## config.mk

```make
export PLATFORM = sky130hd
export DESIGN_NAME = seg7_scan_ctrl
export DESIGN_NICKNAME = d
export VERILOG_FILES = /design/src/rtl/seg7_scan_ctrl.sv
export SDC_FILE = /design/constraint.sdc
export NUM_CORES = 1
export LEC_CHECK = 0
export ABC_AREA = 1
export BUFFER_PORTS_ARGS = -buffer_cell sky130_fd_sc_hd__buf_2
export CORE_MARGIN = 1.5
export CORE_UTILIZATION = 60
export DETAILED_ROUTE_END_ITERATION = 8
export HOLD_SLACK_MARGIN = 0.02
export PLACE_DENSITY = 0.87
export SETUP_SLACK_MARGIN = 0.1
export SLEW_MARGIN = 25
export SYNTH_ARGS = -nofsm -noshare
export SYNTH_HDL_FRONTEND = slang
export SYNTH_SLANG_ARGS = --single-unit
```

## constraint.sdc

```tcl
create_clock -name clk -period 4.1 [get_ports clk]
set_input_delay 0.41 -clock clk [delete_from_list [all_inputs] [get_ports clk]]
set_output_delay 0.41 -clock clk [all_outputs]
set_load 0.05 [all_outputs]
```

## src/rtl/seg7_scan_ctrl.sv

```systemverilog
// Four-digit common-anode seven-segment scan controller: CPU-visible pending
// registers, frame-synchronous shadow copies, anti-ghost blanking, PWM, LZ blanking.
module seg7_scan_ctrl #(
   parameter int DIV_W        = 16,
   parameter int BLANK_CYCLES = 256
) (
   input  logic        clk,
   input  logic        reset,
   input  logic        wr_en,
   input  logic [1:0]  wr_addr,
   input  logic [15:0] wr_data,
   input  logic [1:0]  rd_addr,
   output logic [15:0] rd_data,
   output logic [3:0]  an,
   output logic [6:0]  seg,
   output logic        dp,
   output logic        frame_done
);

   localparam logic [15:0] CTRL_RESET = 16'hFF01;
   localparam logic [15:0] CTRL_WMASK = 16'hFFF3;

   typedef enum logic [1:0] {
      ADDR_VALUE = 2'd0,
      ADDR_CTRL  = 2'd1,
      ADDR_RSVD2 = 2'd2,
      ADDR_RSVD3 = 2'd3
   } addr_e;

   logic [15:0]      value_p;
   logic [15:0]      ctrl_p;
   logic [15:0]      value_s;
   logic             enable_s;
   logic             lz_s;
   logic [3:0]       dp_mask_s;
   logic [3:0]       digit_en_s;
   logic [3:0]       bright_s;

   logic [DIV_W-1:0] slot_cnt;
   logic [1:0]       digit;

   logic             slot_end;
   logic             boundary;
   logic             past_blank;
   logic             in_pwm;
   logic [3:0]       sup_mask;
   logic [3:0]       nibble;
   logic             lit;

   function automatic logic [6:0] hex7(input logic [3:0] n);
      logic [6:0] s;
      case (n)
         4'h0: s = 7'b1000000;
         4'h1: s = 7'b1111001;
         4'h2: s = 7'b0100100;
         4'h3: s = 7'b0110000;
         4'h4: s = 7'b0011001;
         4'h5: s = 7'b0010010;
         4'h6: s = 7'b0000010;
         4'h7: s = 7'b1111000;
         4'h8: s = 7'b0000000;
         4'h9: s = 7'b0010000;
         4'hA: s = 7'b0001000;
         4'hB: s = 7'b0000011;
         4'hC: s = 7'b1000110;
         4'hD: s = 7'b0100001;
         4'hE: s = 7'b0000110;
         4'hF: s = 7'b0001110;
         default: s = 7'b1111111;
      endcase
      return s;
   endfunction

   // CPU-side pending registers; reserved CTRL bits are never stored.
   always_ff @(posedge clk) begin
      if (reset) begin
         value_p <= '0;
         ctrl_p  <= CTRL_RESET;
      end else if (wr_en) begin
         case (addr_e'(wr_addr))
            ADDR_VALUE: value_p <= wr_data;
            ADDR_CTRL:  ctrl_p  <= wr_data & CTRL_WMASK;
            default:    ;
         endcase
      end
   end

   always_comb begin
      rd_data = '0;
      case (addr_e'(rd_addr))
         ADDR_VALUE: rd_data = value_p;
         ADDR_CTRL:  rd_data = ctrl_p;
         default:    rd_data = '0;
      endcase
   end

   assign slot_end = &slot_cnt;
   assign boundary = enable_s && slot_end && (digit == 2'd3);

   // A pending write in the boundary cycle lands after the shadows sampled the old value.
   always_ff @(posedge clk) begin
      if (reset) begin
         value_s    <= '0;
         enable_s   <= CTRL_RESET[0];
         lz_s       <= CTRL_RESET[1];
         dp_mask_s  <= CTRL_RESET[7:4];
         digit_en_s <= CTRL_RESET[11:8];
         bright_s   <= CTRL_RESET[15:12];
      end else if (!enable_s || boundary) begin
         value_s    <= value_p;
         enable_s   <= ctrl_p[0];
         lz_s       <= ctrl_p[1];
         dp_mask_s  <= ctrl_p[7:4];
         digit_en_s <= ctrl_p[11:8];
         bright_s   <= ctrl_p[15:12];
      end
   end

   always_ff @(posedge clk) begin
      if (reset || !enable_s) begin
         slot_cnt <= '0;
         digit    <= '0;
      end else begin
         slot_cnt <= slot_cnt + DIV_W'(1);
         if (slot_end) begin
            digit <= digit + 2'd1;
         end
      end
   end

   if (BLANK_CYCLES == 0) begin : g_no_blank
      assign past_blank = 1'b1;
   end else begin : g_blank
      localparam logic [DIV_W-1:0] BLANK_END = DIV_W'(BLANK_CYCLES);
      assign past_blank = (slot_cnt >= BLANK_END);
   end

   assign in_pwm = (slot_cnt[DIV_W-1 -: 4] <= bright_s);

   always_comb begin
      sup_mask = '0;
      if (lz_s) begin
         sup_mask[3] = (value_s[15:12] == 4'h0);
         sup_mask[2] = (value_s[15:8]  == 8'h00);
         sup_mask[1] = (value_s[15:4]  == 12'h000);
      end
   end

   assign nibble = value_s[{digit, 2'b00} +: 4];
   assign lit    = enable_s && digit_en_s[digit] && past_blank && in_pwm && !sup_mask[digit];

   always_ff @(posedge clk) begin
      if (reset) begin
         an         <= '1;
         seg        <= '1;
         dp         <= 1'b1;
         frame_done <= 1'b0;
      end else begin
         frame_done <= boundary;
         if (lit) begin
            an  <= ~(4'b0001 << digit);
            seg <= hex7(nibble);
            dp  <= ~dp_mask_s[digit];
         end else begin
            an  <= '1;
            seg <= '1;
            dp  <= 1'b1;
         end
      end
   end

endmodule

```

# == Word level (Yosys, flattened, before mapping) ==
# Memory sizes are Yosys's and may differ from the RTL's. A register that Yosys moved wholly into a read port is not among the register bits.
# Index checks and enable logic that the tools add are counted.
# word_totals
reg_bits,84
rom_bits,112
mem_count,1
# classes
addsub,2
magnitude_cmp,3
eq_ne,3
shifts,2
mux,8
bitwise_logic,3
n_reduce_logical,19
# memory_table
name,words,word_bits,rd,rd_ports_with_merged_regs,wr,line,text
(no name shown),16,7,1,1,0,52,case (n)
# op_table
operator,count
16-bit one-hot mux with 2 select lines,1
16-bit by 1-bit adder with 16-bit output (second input constant),1
16-bit by 9-bit >= comparator with 1-bit output (second input constant),1
16-bit AND reduction,1
16-bit by 5-bit indexed part select with 4-bit output,1
12-bit logical NOT,1
8-bit logical NOT,1
1-bit binary-select mux with 2-bit select,3
1-bit logical AND,6
2-bit by 1-bit equality test with 1-bit output (second input constant),2
4-bit less-or-equal comparator,1
2-bit logical NOT,2
4-bit logical NOT,1
4-bit inverter,1
2-bit AND reduction,2
1-bit by 2-bit left shift with 4-bit output (first input constant),1
2-bit by 3-bit less-than comparator with 1-bit output (second input constant),1
1-bit two-way mux,3
3-bit two-way mux,1
2-bit by 1-bit adder with 2-bit output (second input constant),1
2-bit equality test (second input constant),1
1-bit logical NOT,2
1-bit logical OR,2
1-bit inverter,2
2-bit OR reduction,1

# == Logic depth before layout (Yosys ltp) ==
# logic_depth
word_depth,8
mapped_depth,13

# == Least setup slack after synthesis ==
# Ideal clock, no wire load.
# synth_path
kind,in2out
from,input port rd_addr[1]
to,output port rd_data[10]
t_arrival_ns,2.106
path_slack_ns,1.584
stages,4
path_buffers,2
cell_sequence,or2_2 -> clkbuf_1 -> clkbuf_1 -> o21ai_0
# synth_via
elab_chain_len,2
word_cells_on_any_way,3
classes_between,eq/ne: 1; mux: 1; reduce/logical: 1
# synth_lines
item,line,text
start: declaration,12,"input logic [1:0] rd_addr,"
2-bit by 1-bit equality test with 1-bit output or 2-bit logical NOT (tied branches),90,case (addr_e'(rd_addr))
16-bit one-hot mux with 2 select lines *,90,
end: declaration,13,"output logic [15:0] rd_data,"
# Every way passes the cells marked *; elsewhere a longest branch is shown, timed or not.

# == Worst setup path after layout ==
# layout_path
from,register digit[0]
to,register seg[3]
# layout_via
elab_chain_len,8
word_cells_on_any_way,12
classes_between,shift: 1; mux: 4; bitwise: 1; reduce/logical: 6
# layout_lines
item,line,text
start: declaration,40,logic [1:0] digit;
start signal: assignment,126,digit <= digit + 2'd1;
1-bit binary-select mux with 2-bit select,150,assign lit = enable_s && digit_en_s[digit] && past_blank && in_pwm && !sup_mask[digit];
1-bit two-way mux (not written as such),150,
1-bit logical AND (4 in a row),150,
1-bit inverter (no line),--,
2-bit OR reduction (no line),--,
end: declaration,15,"output logic [6:0] seg,"
# Several ways; a longest one is shown, not always the timed one. The select of a mux whose other input is x is not followed.
# A chain may end at the register's enable or synchronous reset.

==> impl_metrics.sql <==
INSERT INTO impl_metrics (metric_group, metric, value, unit) VALUES
('run_status', 'outcome', 'complete, no violations', ''),
('cts', 'htree_num_levels', '3', ''),
('synth', 'synth_warnings', '0', ''),
('sta', 'maxSlewViolCount', '0', ''),
('synth', 'average_instance_area_after_synthesis', '7.02', 'um^2'),
('final_layout', 'final_net_count', '694', ''),
('die', 'fp_rows', '30', ''),
('placed_design', 'place.detailed.instances', '740', ''),
('drt', 'detail_route.first_pass.iterations', '5', ''),
('final_layout', 'layout.cells.most_common', 'sky130_fd_sc_hd__nand2_1', ''),
('sta', 'worst_margin_pin_slew', '971', 'ps'),
('power', 'power.net_switching', '429', 'uW'),
('cts', 'clock_insertion_delay_worst_skew', '360', 'ps'),
('sta', 'fin_skew', '9.68', 'ps'),
('drt', 'drt_iter0_markers', '279', ''),
('worst_setup_path', 'cp_max_fo', '17', ''),
('synth', 'post_synth_instance_area', '0.00434', 'mm^2'),
('sta', 'clock.fmax', '442', 'MHz'),
('synth', 'asyncSetResetFlopFracSynth', '0', '%'),
('sta', 'worst_case_headroom_to_the_max_slew_limit', '35.0', '%'),
('final_layout', 'post-route-util', '69.3', '%'),
('cts', 'buffer_levels_on_the_longest_clock_path', '2', ''),
('synth', 'synth_cells', '618', ''),
('final_layout', 'layout-drive-gt1-share', '14.8', '%'),
('synth', 'flip_flop_and_latch_count_after_synthesis', '91', ''),
('cts', 'cts_resized', '0', ''),
('worst_setup_path', 'setup.worst_path.end_class', 'flip-flop', ''),
('drt', 'viasPerCell', '5.24', ''),
('worst_setup_path', 'worstSetupStartpointType', 'flip-flop', ''),
('flow_run', 'maxCapViolations', '0', ''),
('sta', 'setup_viol_count_final', '0', ''),
('global_route', 'grt_use_total', '25.9', '%'),
('synth', 'synthDistinctLibCells', '35', ''),
('placed_design', 'preCtsSetupSlack', '1890', 'ps'),
('drt', 'ant_nets', '0', ''),
('drt', 'finalWirelength', '9410', 'um'),
('placed_design', 'detailed_place_hpwl', '6560', 'um'),
('placed_design', 'placement.io_buffers', '51', ''),
('drt', 'number_of_drc_violations_after_detailed_routing', '0', ''),
('global_route', 'antenna_violations_before_repair', '0', ''),
('synth', 'synth-main-ff-cell', 'sky130_fd_sc_hd__dfxtp_1', ''),
('sta', 'summed_negative_setup_slack_over_all_endpoints', '0', 'ps'),
('sta', 'rsz_0062_raised_after_global_routing', 'no', ''),
('die', 'die_h', '88.0', 'um'),
('power', 'power_density', '344', 'mW/mm^2'),
('global_route', 'globalRoute.totalOverflow', '0', ''),
('sta', 'timing.final.crit_share', '55.2', '%'),
('sta', 'timing.final.crit_period', '2260', 'ps'),
('power', 'power.share.sequential', '55.5', '%'),
('power', 'netSwitchingFraction', '26.1', '%'),
('synth', 'yosysSeqAreaShare', '42.0', '%'),
('final_layout', 'final_cell_mix', '140 x sky130_fd_sc_hd__nand2_1, 91 x sky130_fd_sc_hd__dfxtp_1, 77 x sky130_fd_sc_hd__nor2_1, 76 x sky130_fd_sc_hd__nand3_1, 66 x sky130_fd_sc_hd__inv_1', ''),
('die', 'num_io_pins', '52', ''),
('min_path', 'holdCritPathClass', 'primary input to flip-flop', ''),
('global_route', 'grt_pass1_wl', '16000', 'um'),
('die', 'die_area', '0.00774', 'mm^2'),
('power', 'clock_power_share', '37.5', '%'),
('cts', 'cts_post_setup_buffers_inserted', '0', ''),
('synth', 'synth-edff-count', '0', ''),
('power', 'power.leakage', '0.00226', 'uW'),
('global_route', 'maximum_number_of_pins_on_one_net_before_global_route_repair', '61', ''),
('cts', 'path_clk_slew', '90', 'ps'),
('final_layout', 'final_instance_count_excl_fillers', '756', ''),
('final_layout', 'antenna_cells_inserted', '0', ''),
('power', 'p_int', '1220', 'uW'),
('drt', 'drt-wirelength-per-cell', '12.4', 'um'),
('final_layout', 'layout_stage_area_growth_over_the_synthesis_result', '10.3', '%'),
('cts', 'clock_sinks', '91', ''),
('cts', 'post_cts_hold_buffer_count', '0', ''),
('worst_setup_path', 'critPathRequiredTime', '4340', 'ps'),
('cts', 'clk_root_buffer_cell', 'sky130_fd_sc_hd__clkbuf_8', '');
-- power by group through the flow --
| stage | clock network [uW] | registers [uW] | logic (uW) |
|---|---|---|---|
| 5_1_grt | 660 | 916 | 127 |
| 2_1_floorplan | 0 | 930 | 81.4 |
| 6_report | 617 | 914 | 114 |
| 3_3_place_gp | 0 | 933 | 111 |
| 4_1_cts | 628 | 913 | 114 |
| 3_5_place_dp | 0 | 934 | 113 |
-- cell type report --
| type | instances | area [um^2] |
|---|---|---|
| Clock buffer | 9 | 124 |
| Multi-Input combinational cell | 429 | 2100 |
| Clock inverter | 7 | 77.6 |
| Timing Repair Buffer | 53 | 270 |
| Sequential cell | 91 | 1820 |
| Tap cell | 96 | 120 |
| Fill cell | 583 | 2120 |
| Inverter | 71 | 267 |
-- metal layers --
layer  part of all wire [%]  global-route usage, %
met1                     47                   35.7
met5                      0                      0
met4                    1.9                   11.5
met3                    6.2                   4.15
met2                     45                   40.2
-- critical path, cell delays in order (launching register included) --
cell and delay [ps]:
sky130_fd_sc_hd__dfxtp_1 620, sky130_fd_sc_hd__inv_1 350, sky130_fd_sc_hd__nand2_1 140, sky130_fd_sc_hd__nand3_1 80, sky130_fd_sc_hd__nand2_1 210, sky130_fd_sc_hd__inv_1 120, sky130_fd_sc_hd__ha_1 230, sky130_fd_sc_hd__nand3_1 130
sky130_fd_sc_hd__nand2_1 80, sky130_fd_sc_hd__nand2_1 60, sky130_fd_sc_hd__nand2_1 50, sky130_fd_sc_hd__inv_1 40, sky130_fd_sc_hd__nand2_1 40
-- logic make-up (layout without fill, tap and decap cells) --
group,after synthesis,in the layout,share of synthesized area (%)
AOI/OAI and AO/OA,86,86,10.4
xor gates and xnor gates,1,1,0.202
adders and majority gates,16,16,4.62
buffers and inverters,98,140,9.47
DFF,91,91,42.0
and+or+nand+nor,326,326,33.2
-- registers in the layout, indices dropped and copies added (netlist names), 7 cells and up --
name,cells
ctrl_p,14
seg,7
slot_cnt,16
value_p,16
value_s,16
-- metrics by stage --
step	hold WS (ps)	total power, uW	area (um^2)
after floorplan	428	1010	4340
after global placement	445	1040	4580
after detailed placement	451	1050	4580
after CTS	267	1660	4780
after global routing	275	1700	4780
final	273	1650	4780
-- worst paths after layout --
path                    start          end  slack (ps)  depth (start not counted)
setup / recovery     digit[0]       seg[3]        1840                         12
hold / removal    wr_data[13]   ctrl_p[13]         270                          3
setup reg to reg     digit[0]       seg[3]        1840                         12
hold reg to reg   slot_cnt[0]  slot_cnt[0]         480                          1
-- cell usage after synthesis, drive strengths merged (3+ instances only) --
cell / count / area, um^2
a21oi: 32 / 164
a31oi: 3 / 18.8
buf: 11 / 83.8
clkbuf: 16 / 60.1
clkinv: 3 / 11.3
dfxtp: 91 / 1820
ha: 16 / 200
inv: 68 / 255
nand2: 153 / 612
nand3: 77 / 398
nor2: 87 / 372
nor3: 3 / 20.0
o21ai: 44 / 220
Power figures use the tool's default switching activity.
